--- src/rtl/oled_digit_streamer_pkg.sv ---
// Shared display definitions for the 7-segment OLED character path.
package oled_digit_streamer_pkg;

    // One bit per segment a..g (bit 0 = a).
    localparam int unsigned SEG_W          = 7;
    localparam int unsigned CHAR_W         = 16;
    localparam int unsigned PAGE_H         = 8;
    localparam int unsigned DEF_NUM_DIGITS = 8;
    localparam int unsigned DEF_PAGES      = 4;

    typedef logic [SEG_W-1:0] segments_t;

    typedef enum logic [1:0] {
        ST_IDLE   = 2'd0,
        ST_STREAM = 2'd1,
        ST_DONE   = 2'd2
    } state_e;

endpackage

--- src/rtl/oled_digit_streamer.sv ---
// Streams one SSD1306 frame (horizontal addressing) of rendered 7-segment digits.
// The column decoder lives outside; this block drives its inputs and registers its byte.
module oled_digit_streamer
    import oled_digit_streamer_pkg::*;
#(
    parameter int unsigned NUM_DIGITS = DEF_NUM_DIGITS,
    parameter int unsigned PAGES      = DEF_PAGES
) (
    input  logic                       clk,
    input  logic                       resetn,
    input  logic                       frame_start,
    input  segments_t [NUM_DIGITS-1:0] segments_in,
    output segments_t                  dec_segments,
    output logic [3:0]                 dec_index_x,
    output logic [1:0]                 dec_index_y,
    input  logic [7:0]                 dec_pix_column,
    output logic [7:0]                 data_out,
    output logic                       data_valid,
    input  logic                       data_ready,
    output logic                       data_last,
    output logic                       busy,
    output logic                       frame_done
);

    localparam int unsigned COLS       = NUM_DIGITS * CHAR_W;
    localparam int unsigned COL_W      = $clog2(COLS);
    localparam int unsigned PAGE_W     = (PAGES > 1) ? $clog2(PAGES) : 1;
    localparam int unsigned DIG_W      = (NUM_DIGITS > 1) ? $clog2(NUM_DIGITS) : 1;
    localparam int unsigned CHAR_SHIFT = $clog2(CHAR_W);

    state_e                     state_q, state_d;
    logic [COL_W-1:0]           col_q, col_d;
    logic [PAGE_W-1:0]          page_q, page_d;
    segments_t [NUM_DIGITS-1:0] shadow_q, shadow_d;
    logic [7:0]                 data_q, data_d;
    logic                       valid_q, valid_d;
    logic                       last_q, last_d;
    logic                       loaded_q, loaded_d;
    logic                       busy_q, busy_d;
    logic                       done_q, done_d;

    logic [DIG_W-1:0]           digit_c;
    logic                       col_end_c;
    logic                       page_end_c;
    logic                       accept_c;

    assign digit_c    = DIG_W'(col_q >> CHAR_SHIFT);
    assign col_end_c  = (col_q == COL_W'(COLS - 1));
    assign page_end_c = (page_q == PAGE_W'(PAGES - 1));
    assign accept_c   = valid_q && data_ready;

    // Decoder request: current cell from the shadow copy, or the home cell when idle.
    always_comb begin
        dec_segments = shadow_q[0];
        dec_index_x  = 4'd0;
        dec_index_y  = 2'd0;
        if (state_q != ST_IDLE) begin
            dec_segments = shadow_q[digit_c];
            dec_index_x  = 4'(col_q);
            dec_index_y  = 2'(page_q);
        end
    end

    // Next-state, counter and output-register logic.
    always_comb begin
        state_d  = state_q;
        col_d    = col_q;
        page_d   = page_q;
        shadow_d = shadow_q;
        data_d   = data_q;
        valid_d  = valid_q;
        last_d   = last_q;
        loaded_d = loaded_q;

        case (state_q)
            ST_IDLE: begin
                if (frame_start) begin
                    shadow_d = segments_in;
                    col_d    = '0;
                    page_d   = '0;
                    loaded_d = 1'b0;
                    state_d  = ST_STREAM;
                end
            end
            ST_STREAM: begin
                if (accept_c) begin
                    valid_d = 1'b0;
                    last_d  = 1'b0;
                end
                // loaded_q marks that the final byte has already been taken from the decoder.
                if (!loaded_q && (!valid_q || data_ready)) begin
                    data_d  = dec_pix_column;
                    valid_d = 1'b1;
                    last_d  = col_end_c && page_end_c;
                    if (col_end_c) begin
                        col_d = '0;
                        if (page_end_c) begin
                            loaded_d = 1'b1;
                        end else begin
                            page_d = page_q + PAGE_W'(1);
                        end
                    end else begin
                        col_d = col_q + COL_W'(1);
                    end
                end
                if (accept_c && last_q) begin
                    state_d = ST_DONE;
                end
            end
            ST_DONE: begin
                state_d = ST_IDLE;
            end
            default: begin
                state_d = ST_IDLE;
            end
        endcase

        busy_d = (state_d != ST_IDLE);
        done_d = (state_d == ST_DONE);
    end

    // State and output registers.
    always_ff @(posedge clk or negedge resetn) begin
        if (!resetn) begin
            state_q  <= ST_IDLE;
            col_q    <= '0;
            page_q   <= '0;
            shadow_q <= '0;
            data_q   <= '0;
            valid_q  <= 1'b0;
            last_q   <= 1'b0;
            loaded_q <= 1'b0;
            busy_q   <= 1'b0;
            done_q   <= 1'b0;
        end else begin
            state_q  <= state_d;
            col_q    <= col_d;
            page_q   <= page_d;
            shadow_q <= shadow_d;
            data_q   <= data_d;
            valid_q  <= valid_d;
            last_q   <= last_d;
            loaded_q <= loaded_d;
            busy_q   <= busy_d;
            done_q   <= done_d;
        end
    end

    assign data_out   = data_q;
    assign data_valid = valid_q;
    assign data_last  = last_q;
    assign busy       = busy_q;
    assign frame_done = done_q;

endmodule

--- config.mk ---
export PLATFORM = sky130hd
export DESIGN_NAME = oled_digit_streamer
export DESIGN_NICKNAME = d
export VERILOG_FILES = /design/src/rtl/oled_digit_streamer_pkg.sv /design/src/rtl/oled_digit_streamer.sv
export SDC_FILE = /design/constraint.sdc
export NUM_CORES = 1
export LEC_CHECK = 0
export CAP_MARGIN = 0
export CORE_MARGIN = 2
export CORE_UTILIZATION = 30
export CTS_CLUSTER_SIZE = 8
export DETAILED_ROUTE_END_ITERATION = 8
export HOLD_SLACK_MARGIN = 0.06
export PLACE_DENSITY = 0.63
export SLEW_MARGIN = 20
export SYNTH_ARGS = -nofsm -noshare
export SYNTH_HDL_FRONTEND = slang
export SYNTH_SLANG_ARGS = --single-unit
--- constraint.sdc ---
create_clock -name clk -period 1.9 [get_ports clk]
set_input_delay 0.38 -clock clk [delete_from_list [all_inputs] [get_ports clk]]
set_output_delay 0.38 -clock clk [all_outputs]
set_load 0.02 [all_outputs]
After elaboration in Yosys (flattened, before gate mapping). Index checks and enable logic that the tools add are counted.

Register bits after elaboration: 80. Logic and storage cells: 72.

Add/sub/neg operators: 2. $lt $le $gt $ge: 1. Equality and inequality tests: 9. Multiplexer cells: 25. Reductions and logical operators: 18.

Operator list (number): $mux W7 (5); $bmux W7 S3 (1); $mux W2 (7); $pmux W7 S2 (1); $ne A2 B2 Y1 const B (5); $reduce_and A5 Y1 (2); $pmux W2 S2 (2); $reduce_bool A2 Y1 (4); $add A7 B1 Y7 const B (1); $eq A7 B7 Y1 const B (1); $mux W1 (7); $reduce_and A2 Y1 (3); $eq A2 B2 Y1 const B (2); $logic_and A1 B1 Y1 (4); $lt A3 B4 Y1 const B (1); $mux W4 (1); $reduce_and A3 Y1 (1); $add A2 B1 Y2 const B (1); $eq A2 B1 Y1 const B (1); $logic_not A1 Y1 (2); $logic_not A2 Y1 (1); $pmux W1 S2 (1); $logic_or A1 B1 Y1 (1).

Depth between registers and ports, before layout. Gate-level depths: netlist of the first run.

Depth in word-level cells: 5. Depth in mapped cells: 8. Gate-level depth less buffers: 5.

Least setup slack after synthesis of the first run. No wires, ideal clock.

Path type: register -> output. From: register col_q[4]. To: output dec_segments[0]. Arrival time: 1.538 ns. Slack: -0.018 ns. Cell stages (with the launch flop): 5. Cells stage by stage: dfrtp_1 -> buf_6 -> buf_8 -> mux4_1 -> a221o_1.

Longest elaborated chain between the ends: 3.

RTL lines: from (decl) (RTL line oled_digit_streamer.sv:32) `logic [COL_W-1:0] col_q, col_d;`; from (signal assigned) (RTL line oled_digit_streamer.sv:137) `col_q <= col_d;`; $bmux W7 S3 (RTL line oled_digit_streamer.sv:58) `dec_segments = shadow_q[digit_c];`; $mux W7 (implied by the code) (RTL line oled_digit_streamer.sv:58); $mux W7 (RTL line oled_digit_streamer.sv:57) `if (state_q != ST_IDLE) begin`; to (decl) (RTL line oled_digit_streamer.sv:13) `output segments_t dec_segments,`.

No other way between the ends. The select of a mux whose other input is x is not followed.

Worst setup path after layout of the first run.
From: register col_q[4]. To: output dec_segments[2].

The elaborated chain is that of the path after synthesis.

==> flow_summary.json, run 1 <==
{
  "status": "complete, but fails checks",
  "violations": "negative setup slack",
  "vias": 3133,
  "critical_path_peak_fanout": 7,
  "htreeDepth": 3,
  "setup_viol": 7,
  "drt_wl_total_um": 10000,
  "syn-num-nets": 452,
  "synth_seq_cells": 80,
  "required_ns": 1.52,
  "n_fill_cell": 1211,
  "dpl.hpwl_um": 7150,
  "drt_iter0_markers": 155,
  "avgRoutedWirePerCell_um": 15.0,
  "antenna_left": 0,
  "yosys_warnings": 0,
  "r2r-end": "page_q[0]",
  "ys_types": 39,
  "cp-endpoint": "dec_segments[2]",
  "overflow": 0,
  "chipWidth_um": 116,
  "layout.nets": 562,
  "combPwrFrac_pct": 6.0,
  "pin_count": 93,
  "coreArea_um2": 12500,
  "grt_pass1_wl_um": 16200,
  "place_congestion": 0.768,
  "synth-compound-area-share_pct": 6.42,
  "ys_seq_area_share_pct": 53.0,
  "avgViaCountPerCell": 4.68,
  "drv_slew": 0,
  "grt_pass1_vias": 3214,
  "final_cell_mix": "nand2_1, dfrtp_1, clkdlybuf4s50_1",
  "netlist_top_cells_area": "dfrtp_1, nand2_1, mux4_1, mux2_2, a221o_1",
  "cp.arrival_ns": 2.00,
  "p_sw_uw": 786,
  "die_area_um2": 13500,
  "areaGrowthSynthToFinish_pct": 42.7,
  "synth_area_um2": 3780,
  "row_count": 41,
  "synth_top_area_cell": "dfrtp_1",
  "synth_simple_gate_area_share_pct": 23.9,
  "die-height_um": 116,
  "hold_class": "flop to flop",
  "syn-instance-count": 382,
  "synth-adder-area-share_pct": 0.662,
  "synth_top_family_by_area": "simple AND/OR/NAND/NOR gates",
  "drc": 0,
  "grt_max_degree": 58,
  "cap_violations": 0,
  "critical_path_class": "flop to primary output",
  "setup-tns-final_ns": -3.22,
  "fin_crit_sh_pct": 125,
  "yosys-mux-area-fraction_pct": 12.0,
  "critPathCaptureType": "primary output",
  "first_pass_iters": 4,
  "worstMarginPinSlew_ns": 0.608,
  "r2r_cells": 5,
  "p_leak_nw": 2.61,
  "dp.cells": 647,
  "postPlaceCellArea_um2": 5070,
  "met2_wirelength_um": 5060,
  "wl_met3_um": 504,
  "track_usage_pct": 15.8,
  "synth_ff_type": "dfrtp_1",
  "layout-drive-gt1-share_pct": 18.1,
  "internal_power_mw": 2.93,
  "hold_viol_final": 0,
  "synth_edf_count": 0,
  "clkLatencyLatePin_ns": 0.34,
  "clockBufferDepth": 2,
  "fin_cells": 669,
  "vdd_ir_drop_max_v": 0.000396,
  "min_period_ns": 2.38,
  "swShare_pct": 21.2,
  "cts_tree": "done",
  "synth.avg_cell_area_um2": 9.89,
  "cp-startpoint": "col_q[4]",
  "numPortBuffers": 92,
  "skew_ns": 0.00579,
  "worst_slack_ns": -0.481,
  "relSlewSlack_pct": 59.3,
  "stdcell_area_um2": 5400,
  "cts.sinks": 80,
  "cts_root_buffer": "clkbuf_16",
  "clkTransAtPathRegs_ns": 0.06,
  "mostFrequentLayoutCell": "nand2_1",
  "fmax_ghz": 0.420,
  "synthArstFlopShare_pct": 100,
  "pwr-share-seq_pct": 46.2,
  "initial_core_util_pct": 30.3,
  "yosys.area.top_type_share_pct": 53.0,
  "drt-met1-wl_um": 4340,
  "n_antenna_cell": 0,
  "clkPwrFrac_pct": 47.8,
  "powerDensity_nw_per_um2": 688,
  "grt_setup_unrepaired": "yes",
  "ff2ff_setup_slack_ns": 0.10,
  "highest_layer": "met4",
  "p_total_mw": 3.71,
  "cts_buffers": 9,
  "cp-start-kind": "flop",
  "reg2reg_from": "state_q[1]",
  "antenna_found_initial": 0,
  "synth-xor-area-share_pct": 0.232
}
[how the worst min path moves through the flow]
stage	from	to	slack, ns	cells after the start
6_report	shadow_q[13]	shadow_q[13]	0.47	2
5_1_grt	shadow_q[13]	shadow_q[13]	0.48	2
4_1_cts	shadow_q[9]	shadow_q[9]	0.48	2
3_5_place_dp	resetn	data_out[5]	0.36	1
3_3_place_gp	resetn	data_out[7]	0.35	1
2_1_floorplan	resetn	busy	0.08	0
[layer usage]
metal	vias up	global-route usage [%]
li1	1485	-
met1	1552	19.8
met2	87	27.2
met3	9	4.20
met4	0	3.89
met5	-	0
[power groups by stage]
stage	clock network, mW	logic [mW]	registers (mW)
after floorplan	0	0.00910	1.76
after global placement	0	0.225	1.75
after detailed placement	0	0.227	1.75
after CTS	1.82	0.230	1.72
after global routing	1.90	0.242	1.72
final	1.77	0.223	1.72
[cell families after synthesis]
kind of cell    after synthesis
simple gates                216
flops                        80
buf+inv                      31
compound gates               30
mux                          22
fa+ha+maj                     2
xor+xnor                      1
[registers in the layout, indices dropped and copies added, names as in the netlist, 2 cells and up]
| register | flops |
|---|---|
| page_q | 2 |
| data_out | 8 |
| col_q | 7 |
| state_q | 2 |
| shadow_q | 56 |
[area by class of cell]
| cell class | count | area, µm² | share of cell area, % |
|---|---|---|---|
| clock buffer | 11 | 243 | 4.50 |
| clock inverter | 5 | 63.8 | 1.18 |
| inverter | 6 | 22.5 | 0.417 |
| multi-input combinational | 271 | 1610 | 29.9 |
| sequential | 80 | 2000 | 37.1 |
| tap | 172 | 215 | 3.99 |
| timing repair buffer | 124 | 1240 | 22.9 |
[critical path, stage by stage (launching register included)]
cell	delay, ns
dfrtp_2	0.39
buf_8	0.15
mux4_2	0.50
and3_1	0.17
a221o_1	0.30
buf_6	0.15
[synthesized netlist by cell type (2+ instances only)]
| cell type | n |
|---|---|
| o41ai_2 | 2 |
| a21o_1 | 2 |
| a221o_1 | 7 |
| clkbuf_1 | 14 |
| inv_1 | 6 |
| buf_2 | 8 |
| nand2b_1 | 2 |
| dfrtp_1 | 80 |
| a21oi_1 | 3 |
| and3_1 | 10 |
| nor2b_1 | 3 |
| nor3_1 | 2 |
| and2_1 | 7 |
| nand2_1 | 174 |
| o21ai_0 | 5 |
| ha_1 | 2 |
| a211oi_1 | 2 |
| mux4_1 | 13 |
| nor2_1 | 8 |
| or3_1 | 2 |
| mux2_2 | 8 |
| o31ai_1 | 5 |
[per-stage QoR]
step | util [%] | hold slack [ns] | setup slack (ns)
after global routing | 43.3 | 0.485 | -0.537
final | 43.3 | 0.472 | -0.481
after detailed placement | 40.7 | 0.360 | -0.599
after floorplan | - | 0.0844 | 0.00322
after CTS | 43.7 | 0.475 | -0.548
after global placement | 40.7 | 0.352 | -0.573
[repair_timing]
action	CTS	global route
cloned	1	0
hold buffers	1	0
endpoints found under the hold margin	31	0
pin swaps	12	2
gates resized for setup	78	7
endpoints found under the setup margin	13	9
setup buffers	6	0
No activity file was read; power rests on OpenSTA's default activity.
==> inputs of run 2 (changes only) <==
--- a/config.mk
+++ b/config.mk
@@ -12,6 +12,7 @@
 export DETAILED_ROUTE_END_ITERATION = 8
 export HOLD_SLACK_MARGIN = 0.06
 export PLACE_DENSITY = 0.63
+export SETUP_SLACK_MARGIN = 0.05
 export SLEW_MARGIN = 20
 export SYNTH_ARGS = -nofsm -noshare
 export SYNTH_HDL_FRONTEND = slang
==> flow_summary.json, run 2 (synthesized netlist as in run 1, its figures left out) <==
{
  "status": "complete, but fails checks",
  "violations": "negative setup slack",
  "track_usage_pct": 16.4,
  "clkPwrFrac_pct": 49.3,
  "chipWidth_um": 116,
  "p_total_mw": 3.83,
  "required_ns": 1.52,
  "cts.sinks": 80,
  "cts_tree": "done",
  "ff2ff_setup_slack_ns": 0.17,
  "dpl.hpwl_um": 7350,
  "relSlewSlack_pct": 54.6,
  "hold_viol_final": 0,
  "antenna_left": 0,
  "cts_buffers": 9,
  "n_antenna_cell": 0,
  "overflow": 0,
  "pwr-share-seq_pct": 44.8,
  "n_fill_cell": 1181,
  "grt_max_degree": 58,
  "post-place-ws_ns": -0.586,
  "grt-busiest-layer": "met2",
  "p_leak_nw": 2.70,
  "cap_violations": 0,
  "die-height_um": 116,
  "drc": 0,
  "cp.arrival_ns": 2.04,
  "place_congestion": 0.827,
  "grt_setup_unrepaired": "yes",
  "hold_start": "shadow_q[40]",
  "min_period_ns": 2.42,
  "clkLatencyLatePin_ns": 0.34,
  "combPwrFrac_pct": 5.9,
  "pin_count": 93,
  "internal_power_mw": 3.03,
  "drt_wl_total_um": 10400,
  "critPathCaptureType": "primary output",
  "p_sw_uw": 802,
  "swShare_pct": 20.9,
  "numPortBuffers": 92,
  "areaGrowthSynthToFinish_pct": 46.4,
  "grt_util_met3_pct": 2.80,
  "cp-endpoint": "dec_segments[3]",
  "skew_ns": 0.00556,
  "drt_iter0_markers": 164,
  "final_cell_mix": "nand2_1, dfrtp_1, clkdlybuf4s50_1",
  "largest_register_ff_count": 56,
  "holdWs_ns": 0.478,
  "layout.nets": 571,
  "r2r_cells": 6,
  "vdd_ir_drop_max_v": 0.000440,
  "row_count": 41,
  "use_met1_pct": 21.4,
  "largest-register": "shadow_q",
  "critical_path_class": "flop to primary output",
  "drv_slew": 0,
  "cts_root_buffer": "clkbuf_16",
  "die_area_um2": 13500,
  "grt_use_met2_pct": 27.4,
  "avgRoutedWirePerCell_um": 15.3,
  "cp-startpoint": "col_q[4]",
  "hold_class": "flop to flop",
  "htreeDepth": 3,
  "avgViaCountPerCell": 4.67,
  "fmax_ghz": 0.414,
  "initial_core_util_pct": 30.3,
  "reg2reg_from": "state_q[1]",
  "grt_pass1_wl_um": 16900,
  "setup-tns-final_ns": -3.56,
  "fin_crit_sh_pct": 127,
  "cp-start-kind": "flop",
  "grt_pass1_vias": 3332,
  "layout-drive-gt1-share_pct": 20.6,
  "antenna_found_initial": 0,
  "first_pass_iters": 5,
  "setup_viol": 7,
  "critical_path_peak_fanout": 6,
  "clockBufferDepth": 2,
  "worst_slack_ns": -0.515,
  "mostFrequentLayoutCell": "nand2_1",
  "coreArea_um2": 12500,
  "vias": 3164,
  "clkTransAtPathRegs_ns": 0.06,
  "r2r-end": "col_q[2]",
  "worstMarginPinSlew_ns": 0.679,
  "powerDensity_nw_per_um2": 692
}
==> run 2: changes by cell type in the layout (fill, tap and decap cells not counted), sizes merged <==
cell	before	now
bufinv	1	2
clkinv	1	2
dlygate4sd2	2	1
clkbuf	11	10
buf	43	52
==> run 2: stage by stage <==
step	area, µm²	utilization (%)	std cells
floorplan	3780	-	382
global placement	5120	41.1	655
detailed placement	5120	41.1	655
CTS	5480	43.9	676
global route	5530	44.4	678
finish	5530	44.4	678
==> run 2: layout make-up <==
cell class                 count  area [µm²]  share of cell area, %
inverter                       6        22.5                  0.407
timing repair buffer         133        1340                   24.1
multi-input combinational    271        1630                   29.5
sequential                    80        2000                   36.2
clock buffer                   9         225                   4.07
tap                          172         215                   3.89
clock inverter                 7         103                   1.85
==> run 2: critical path: stages (launching register included) <==
cell,delay (ns)
dfrtp_2,0.46
buf_16,0.15
mux4_2,0.48
and3_1,0.15
a221o_1,0.31
buf_6,0.15
==> run 2: worst min path at each step <==
| stage | to | cells after the start |
|---|---|---|
| 6_report | shadow_q[40] | 2 |
| 5_1_grt | shadow_q[7] | 2 |
| 4_1_cts | shadow_q[40] | 2 |
| 3_5_place_dp | data_out[3] | 1 |
| 3_3_place_gp | data_out[2] | 1 |
| 2_1_floorplan | busy | 0 |
==> run 2: layer usage <==
layer	vias to the layer above	routed length, µm
met5	-	0
met4	0	291
met3	21	508
met2	110	5090
met1	1528	4510
li1	1505	-
==> run 2: power by group through the flow <==
| stage | clock [mW] | sequential, mW | combinational, mW |
|---|---|---|---|
| finish | 1.89 | 1.72 | 0.227 |
| global placement | 0 | 1.75 | 0.227 |
| floorplan | 0 | 1.76 | 0.00910 |
| global route | 2.02 | 1.71 | 0.246 |
| CTS | 1.93 | 1.72 | 0.233 |
| detailed placement | 0 | 1.75 | 0.230 |
==> run 2: timing repair <==
item,4_1_cts,5_1_grt
gates resized for setup,80,17
gates cloned,1,1
endpoints found under the hold margin,15,0
setup endpoints to repair,13,13
pin swaps,12,5
buffers inserted,3,2
hold buffers,1,0
==> inputs of run 3 (changes only) <==
--- a/config.mk
+++ b/config.mk
@@ -10,6 +10,7 @@
 export CORE_UTILIZATION = 30
 export CTS_CLUSTER_SIZE = 8
 export DETAILED_ROUTE_END_ITERATION = 8
+export GPL_TIMING_DRIVEN = 0
 export HOLD_SLACK_MARGIN = 0.06
 export PLACE_DENSITY = 0.63
 export SETUP_SLACK_MARGIN = 0.05
==> flow_summary.json, run 3 (synthesized netlist as in run 1, its figures left out) <==
{
  "drv_slew": 0,
  "n_antenna_cell": 0,
  "chipWidth_um": 116,
  "grt_pass1_vias": 3244,
  "path_cells": "buf_8 > mux4_2 > and3_4 > a221o_1 > buf_6",
  "worstMarginPinSlew_ns": 0.572,
  "fin_crit_sh_pct": 127,
  "layout.nets": 568,
  "cts_root_buffer": "clkbuf_16",
  "grt_max_degree": 58,
  "fmax_ghz": 0.414,
  "place_congestion": 0.837,
  "initial_core_util_pct": 30.3,
  "clockBufferDepth": 2,
  "skew_ns": 0.00449,
  "coreArea_um2": 12500,
  "row_count": 41,
  "powerDensity_nw_per_um2": 714,
  "vias": 3150,
  "min_period_ns": 2.41,
  "areaGrowthSynthToFinish_pct": 45.2,
  "setup_viol": 11,
  "hold_class": "flop to flop",
  "stdcell_area_um2": 5490,
  "hold_viol_final": 0,
  "first_pass_iters": 5,
  "cap_violations": 0,
  "vdd_ir_drop_max_v": 0.000417,
  "dp.cells": 647,
  "drc": 0,
  "drt_wl_total_um": 10400,
  "clkTransAtPathRegs_ns": 0.06,
  "avgViaCountPerCell": 4.67,
  "cp-start-kind": "flop",
  "overflow": 0,
  "cp.arrival_ns": 2.03,
  "layout-drive-gt1-share_pct": 20.1,
  "grt_pass1_wl_um": 16800,
  "cts_tree": "done",
  "critPathMaxStageDelay_ns": 0.52,
  "largest-register": "shadow_q",
  "mostFrequentLayoutCell": "nand2_1",
  "numPortBuffers": 92,
  "drt_iter0_markers": 165,
  "status": "complete, but fails checks",
  "required_ns": 1.52,
  "cts_buffers": 9,
  "critPathCaptureType": "primary output",
  "dpl.hpwl_um": 7060,
  "track_usage_pct": 16.4,
  "avgRoutedWirePerCell_um": 15.4,
  "final_cell_mix": "nand2_1, dfrtp_1, clkdlybuf4s50_1",
  "worst_slack_ns": -0.514,
  "critical_path_peak_fanout": 5,
  "relSlewSlack_pct": 61.8,
  "crit_slowest_cell": "mux4_2",
  "critical_path_class": "flop to primary output",
  "grt_setup_unrepaired": "yes",
  "antenna_left": 0,
  "p_leak_nw": 2.63,
  "cts.sinks": 80,
  "postPlaceCellArea_um2": 4940,
  "die_area_um2": 13500,
  "clkLatencyLatePin_ns": 0.33,
  "violations": "negative setup slack",
  "post-place-ws_ns": -0.866,
  "largest_register_ff_count": 56,
  "antenna_found_initial": 0,
  "die-height_um": 116,
  "pin_count": 93,
  "htreeDepth": 3,
  "fin_cells": 675
}
[run 3: area by class of cell]
cell class	count	area, µm²
clock inverter	7	120
timing repair buffer	105	1060
fill	1238	6980
sequential	80	2000
clock buffer	9	225
inverter	6	22.5
buffer	25	178
tap	172	215
multi-input combinational	271	1660
[run 3: timing repair]
action	4_1_cts	5_1_grt
pin swaps	9	6
cloned	2	0
endpoints found under the setup margin	13	59
setup buffers	8	2
endpoints found under the hold margin	23	0
gates resized for setup	116	22
hold buffers	1	0
[run 3: worst paths after layout]
kind	from	to	slack, ns	depth (start not counted)
worst max-delay path	col_q[4]	dec_segments[6]	-0.51	5
worst min-delay path	shadow_q[48]	shadow_q[48]	0.47	2
worst max register to register	state_q[1]	shadow_q[16]	0.13	9
worst min register to register	shadow_q[48]	shadow_q[48]	0.47	2
max in group asynchronous	resetn	state_q[0]	0.80	3
min in group asynchronous	resetn	data_out[2]	0.50	2
[run 3: worst max-delay path: cells and delay by family (launching register included)]
kind / cells / cell delay [ns]
AOI/OAI and AO/OA: 1 / 0.31
muxes: 1 / 0.52
and+or+nand+nor: 1 / 0.18
buffers and inverters: 2 / 0.30
DFF: 1 / 0.39
[run 3: metrics by stage]
stage                     TNS [ns]  hold slack [ns]  power (mW)  util (%)
final                        -3.77            0.472        3.92      44.0
after global routing         -4.32            0.499        4.05      44.0
after CTS                    -3.81            0.477        3.96      43.8
after detailed placement    -10.74            0.308        1.97      39.6
after global placement     -198.63            0.452        1.96      39.4
after floorplan                  0           0.0844        1.77         -
[run 3: report_power, final]
group | leakage, nW | total (mW) | internal, mW | switching (mW)
sequential | 1.06 | 1.72 | 1.71 | 0.00408
clock | 0.166 | 1.98 | 1.29 | 0.695
combinational | 1.41 | 0.222 | 0.148 | 0.0739
[run 3: routing by layer]
metal | wire length, µm | global-route usage [%] | up-vias
met5 | 0 | 0 | -
met4 | 233 | 6.19 | 0
met3 | 544 | 2.75 | 16
met2 | 4920 | 26.5 | 100
met1 | 4720 | 22.2 | 1534
li1 | - | - | 1500
